$ cat config.mk
export PLATFORM = sky130hd
export DESIGN_NAME = mem_access_unit
export DESIGN_NICKNAME = d
export VERILOG_FILES = /design/src/rtl/mem_access_unit_pkg.sv /design/src/rtl/mem_access_unit.sv
export SDC_FILE = /design/constraint.sdc
export NUM_CORES = 1
export LEC_CHECK = 0
export ABC_AREA = 1
export CAP_MARGIN = 30
export CORE_ASPECT_RATIO = 1.75
export CORE_MARGIN = 1.5
export CORE_UTILIZATION = 49
export DETAILED_ROUTE_END_ITERATION = 8
export PLACE_DENSITY_LB_ADDON = 0.1
export SYNTH_ARGS = -nofsm -noshare
export SYNTH_HDL_FRONTEND = slang
export SYNTH_SLANG_ARGS = --single-unit
$ cat constraint.sdc
create_clock -name clk -period 3.5 [get_ports clk]
set_clock_uncertainty 0.1 [all_clocks]
set_input_delay 0.525 -clock clk [delete_from_list [all_inputs] [get_ports clk]]
set_output_delay 0.525 -clock clk [all_outputs]
set_load 0.02 [all_outputs]
$ cat src/rtl/mem_access_unit_pkg.sv
// Shared definitions for the memory-access stage: order codes, FSM state
// encoding and the order -> byte-count helper.
package mem_access_unit_pkg;

    localparam logic [5:0] ORD_LB  = 6'h01;
    localparam logic [5:0] ORD_LH  = 6'h02;
    localparam logic [5:0] ORD_LW  = 6'h03;
    localparam logic [5:0] ORD_LBU = 6'h04;
    localparam logic [5:0] ORD_LHU = 6'h05;
    localparam logic [5:0] ORD_SB  = 6'h08;
    localparam logic [5:0] ORD_SH  = 6'h09;
    localparam logic [5:0] ORD_SW  = 6'h0A;

    typedef enum logic [1:0] {
        ST_IDLE  = 2'd0,
        ST_READ  = 2'd1,
        ST_WRITE = 2'd2,
        ST_DONE  = 2'd3
    } state_t;

    // Zero marks an order that performs no memory access.
    function automatic logic [2:0] byte_count(input logic [5:0] order);
        case (order)
            ORD_LB, ORD_LBU, ORD_SB: return 3'd1;
            ORD_LH, ORD_LHU, ORD_SH: return 3'd2;
            ORD_LW, ORD_SW:          return 3'd4;
            default:                 return 3'd0;
        endcase
    endfunction

    function automatic logic is_store(input logic [5:0] order);
        return (order == ORD_SB) || (order == ORD_SH) || (order == ORD_SW);
    endfunction

endpackage

$ cat src/rtl/mem_access_unit.sv
// Sequential load/store stage over a byte-wide RAM port; loads are packed
// little-endian and zero-filled. Optional alignment trap: MEM_ALIGN_CHECK_EN.
module mem_access_unit
    import mem_access_unit_pkg::*;
#(
    parameter int ADDR_W            = 32,
    parameter bit FLUSH_KEEPS_STORE = 1'b1
) (
    input  logic              clk,
    input  logic              rst_n,
    input  logic              flush,
    // req_valid/req_ready: a request transfers on a rising edge where both are
    // high and flush is low; upstream holds req_* stable until that edge.
    input  logic              req_valid,
    output logic              req_ready,
    input  logic [5:0]        req_order,
    input  logic [ADDR_W-1:0] req_addr,
    input  logic [31:0]       req_wdata,
    output logic [ADDR_W-1:0] mem_a,
    output logic              mem_wr,
    output logic [7:0]        mem_dout,
    input  logic [7:0]        mem_din,
    output logic              done_valid,
    output logic [5:0]        done_order,
    output logic [31:0]       done_data,
    output logic              misalign
);

    state_t            state;
    state_t            state_nxt;
    logic [2:0]        cnt;
    logic [5:0]        order_q;
    logic [ADDR_W-1:0] addr_q;
    logic [31:0]       wdata_q;
    logic [31:0]       data_q;
    logic [2:0]        req_n;
    logic [2:0]        cur_n;
    logic [1:0]        rd_idx;
    logic              accept;
    logic              mis_req;

    assign req_ready = (state == ST_IDLE);
    assign accept    = req_valid && req_ready && !flush;
    assign req_n     = byte_count(req_order);
    assign cur_n     = byte_count(order_q);
    // RAM data lags its address by one cycle, so READ step k stores byte k-1.
    assign rd_idx    = cnt[1:0] - 2'd1;

`ifdef MEM_ALIGN_CHECK_EN
    logic mis_q;

    assign mis_req = ((req_n == 3'd2) && req_addr[0]) ||
                     ((req_n == 3'd4) && (req_addr[1:0] != 2'b00));

    always_ff @(posedge clk or negedge rst_n) begin
        if (!rst_n) begin
            mis_q <= 1'b0;
        end else if (accept) begin
            mis_q <= mis_req;
        end
    end

    assign misalign = (state == ST_DONE) && mis_q;
`else
    assign mis_req  = 1'b0;
    assign misalign = 1'b0;
`endif

    always_ff @(posedge clk or negedge rst_n) begin
        if (!rst_n) begin
            state <= ST_IDLE;
        end else begin
            state <= state_nxt;
        end
    end

    always_comb begin
        state_nxt = state;
        case (state)
            ST_IDLE: begin
                if (accept) begin
                    if (mis_req || (req_n == 3'd0)) begin
                        state_nxt = ST_DONE;
                    end else if (is_store(req_order)) begin
                        state_nxt = ST_WRITE;
                    end else begin
                        state_nxt = ST_READ;
                    end
                end
            end
            ST_READ: begin
                if (flush) begin
                    state_nxt = ST_IDLE;
                end else if (cnt == cur_n) begin
                    state_nxt = ST_DONE;
                end
            end
            ST_WRITE: begin
                if (flush && !FLUSH_KEEPS_STORE) begin
                    state_nxt = ST_IDLE;
                end else if (cnt == cur_n - 3'd1) begin
                    state_nxt = ST_DONE;
                end
            end
            ST_DONE: state_nxt = ST_IDLE;
            default: state_nxt = ST_IDLE;
        endcase
    end

    always_ff @(posedge clk or negedge rst_n) begin
        if (!rst_n) begin
            cnt     <= 3'd0;
            order_q <= 6'd0;
            addr_q  <= '0;
            wdata_q <= 32'd0;
            data_q  <= 32'd0;
        end else if (accept) begin
            cnt     <= 3'd0;
            order_q <= req_order;
            addr_q  <= req_addr;
            wdata_q <= req_wdata;
            data_q  <= 32'd0;
        end else if (state == ST_READ) begin
            cnt <= cnt + 3'd1;
            if (cnt != 3'd0) begin
                data_q[{rd_idx, 3'b000} +: 8] <= mem_din;
            end
        end else if (state == ST_WRITE) begin
            cnt <= cnt + 3'd1;
        end
    end

    always_comb begin
        mem_a    = '0;
        mem_wr   = 1'b0;
        mem_dout = 8'd0;
        if ((state == ST_READ) || (state == ST_WRITE)) begin
            mem_a = addr_q + ADDR_W'(cnt);
        end
        if (state == ST_WRITE) begin
            mem_wr   = 1'b1;
            mem_dout = wdata_q[{cnt[1:0], 3'b000} +: 8];
        end
    end

    // Flush in the DONE cycle cancels the completion the downstream would see.
    assign done_valid = (state == ST_DONE) && !flush;
    assign done_order = order_q;
    assign done_data  = data_q;

endmodule

==> summary.md <==
| Metric | Value |
|---|---|
| CTS tree | `yes` |
| Leak | `around 3.8 nW` |
| Fraction of layout cells with a size suffix above 1 | `roughly 6.6%` |
| Commonest non-fill, non-tap cell in the layout | `nand2_1` |
| Ports | `between 150 and 200` |
| Worst-Skew Late Latency | `approximately 350 ps` |
| Slowest stage delay, CP | `between 600 and 700 ps` |
| Net count after synthesis | `around 880` |
| Fin. Hold Viols | `0` |
| Mapped Avg Cell Area | `between 7 and 8 µm²` |
| Setup CP Type | `reg2out` |
| Met2 Resource Use GR | `a little over half` |
| Die Height | `between 100 and 150 µm` |
| Synth unique cells | `slightly above 40` |
| Mapped Cells | `around 800` |
| Worst path most repeated cell | `nor2_1` |
| Gpl congestion | `a little under 1` |
| CTS root buf | `clkbuf_16` |
| Routed Antenna Nets | `0` |
| Initial antenna violation count | `0` |
| Inst Count DP | `1059` |
| M3 GR Usage | `around 3.8%` |
| Crit-path cells | `ha_1 -> o21ai_2 -> inv_1 -> nand2_1 -> buf_4 -> nor2_1 -> xor2_1 -> nor2_1 -> clkdlybuf4s50_1` |
| DR vias/cell | `5.42` |
| CORE AREA | `0.0119 mm²` |
| Number of detailed-route iterations in the first pass | `5` |
| PwrDens | `between 900 and 1000 mW/mm²` |
| Nets | `1030` |
| Max-slew headroom | `between 40% and 50%` |
| GRT met1 Usage | `32.1%` |
| Startpoint types | `flip-flop` |
| Worst path arrival time | `2730 ps` |
| H-tree depth | `3` |
| Status | `finished, final reports clean` |
| Final Critical Period | `about 3400 ps` |
| Post-synthesis sequential area ratio | `between 40% and 50%` |
| Synth warn | `0` |
| Post-DR wirelength/cell | `between 15 and 20 µm` |
| Worst EP required | `roughly 2900 ps` |
| Fin crit share | `between 90% and 100%` |
| Total grt overflow | `0` |
| CP max FO | `5` |
| Worst hold path type | `in2async` |
| Die Width | `between 80 and 90 µm` |
| Post-DP HPWL | `13800 µm` |
| Slew @ Worst Pin | `roughly 850 ps` |
| Pwr Total | `a little over 7 mW` |
| Die area | `0.0128 mm²` |
| Worst path slowest cell | `clkdlybuf4s50_1` |
| Hold_buf cts | `0` |
| Clock transition at path regs | `approximately 80 ps` |
| Final Max Tran Viols | `0` |
| Setup-failing EPs final | `0` |
| Cts bufs inserted | `9` |
| Port Buffers | `~160` |
| Fin Setup TNS | `0 ps` |
| Final wirelength | `between 15000 and 20000 µm` |
| Non-Filler Instances | `roughly 1100` |
| Vias in the first global route | `roughly 6000` |
| Vias | `between 5000 and 6000` |
| Worst Setup End Kind | `output port` |
| Num rows | `53` |
| Synth top area cells | `dfrtp_1 45%, nand2_1 16%, nor2_1 5.8%` |
| Gates resized, CTS repair | `8` |
| Fill cells | `1022` |
| All-Layer GR Usage | `29.1%` |
| Antenna Cells | `0` |
| Dominant cell type by area after synthesis | `dfrtp_1` |
| Most Used Layer, Global Route | `met2` |
| Clock buffer depth | `2` |
| Synthesized area | `0.00593 mm²` |
| Sink Count | `about 110` |
| RSZ-0062 raised after global routing | `false` |
| Pin count of the biggest net entering global routing | `90` |
| Postcts setup bufs | `0` |
| Synth-to-layout area growth | `34.6%` |
| Final Util | `between 60% and 70%` |
| Register bit total from synthesis | `between 100 and 150` |
| Drc violations | `0` |
| Max Fclk | `298 MHz` |
| Max-cap violation count | `0` |
| VDD IR-drop max | `0.398 mV` |
| 1st-iter DRT viols | `roughly 380` |
| Commonest non-fill, non-tap cells in the layout | `254 x nand2_1, 147 x clkdlybuf4s50_1, 107 x dfrtp_1, 91 x nor2_1, 66 x o21ai_0` |
| Starting density of the core | `slightly below 50%` |
| Share of the synthesized area in the top cell type | `45.2%` |
| First-pass GRT wire length | `29000 µm` |
state kept, by name, summed over array words and instances, names as in the netlist:
register and cells:
addr_q 32, cnt 3, state 2, done_data 32
wdata_q 32, done_order 6
final timing paths:
kind                             start            to  slack [ps]  depth (start not counted)
max in group asynchronous        rst_n   wdata_q[14]        2500                          2
hold reg to reg            wdata_q[14]   wdata_q[14]         380                          2
setup reg to reg                cnt[0]  done_data[6]         800                          7
min in group clk           wdata_q[14]   wdata_q[14]         380                          2
hold / removal                   rst_n     addr_q[8]          40                          1
setup / recovery                cnt[2]     mem_a[15]         150                          9
worst max-delay path: cells and delay by family, from the launching register on:
family,cells,cell delay [ps]
DFF,1,460
adders and majority gates,1,370
and+or+nand+nor,3,320
AOI/OAI and AO/OA,1,220
xor gates and xnor gates,1,140
buffers and inverters,3,870
synth_stat cells (all sizes together):
library cell / number
clkbuf: 14
o21ai: 76
nand4: 17
fa: 1
nor2: 96
nand2: 258
nor4: 6
a31oi: 3
or3: 1
inv: 56
a21oi: 21
nor3b: 1
conb: 1
ha: 14
xor2: 10
nor3: 18
o21bai: 1
nand3: 49
and3: 1
or2: 1
buf: 18
dfrtp: 107
o41ai: 8
clkinv: 2
xnor2: 3
nand3b: 1
where the power goes:
part	switching [mW]	internal, mW	total (mW)
sequential	0.470	1.75	2.22
clock	0.494	0.591	1.08
combinational	2.38	1.51	3.89
total	3.34	3.84	7.19
routing by layer:
| layer | routed length [µm] | share of wire, % |
|---|---|---|
| met5 | 0 | 0 |
| met4 | 755 | 4.1 |
| met3 | 779 | 4.3 |
| met2 | 10200 | 56 |
| met1 | 6530 | 36 |
kinds of logic after synthesis:
family                     share of synthesized area (%)
adders and majority gates                           3.29
DFF                                                 45.2
and+or+nand+nor                                     32.6
xor gates and xnor gates                            1.92
other                                             0.0632
buffers and inverters                               6.37
AOI/OAI and AO/OA                                   10.6
through the flow:
step / hold WS [ps] / setup slack, ps / instance area [µm²]
after floorplan: 129 / 302 / 5930
after global placement: 349 / 254 / 7640
after detailed placement: 359 / 198 / 7640
after CTS: 69.4 / 3.87 / 7960
after global routing: 76.6 / 14.8 / 7980
final: 41.5 / 149 / 7980
cell type report:
class	count	area [µm²]	share of cell area (%)
Clock inverter	6	81.3	1.02
Multi-Input combinational cell	587	2890	36.2
Tap cell	137	171	2.15
Timing Repair Buffer	170	1710	21.4
Inverter	58	218	2.73
Sequential cell	107	2680	33.5
Clock buffer	10	239	2.99
No activity file was read; power rests on OpenSTA's default activity.
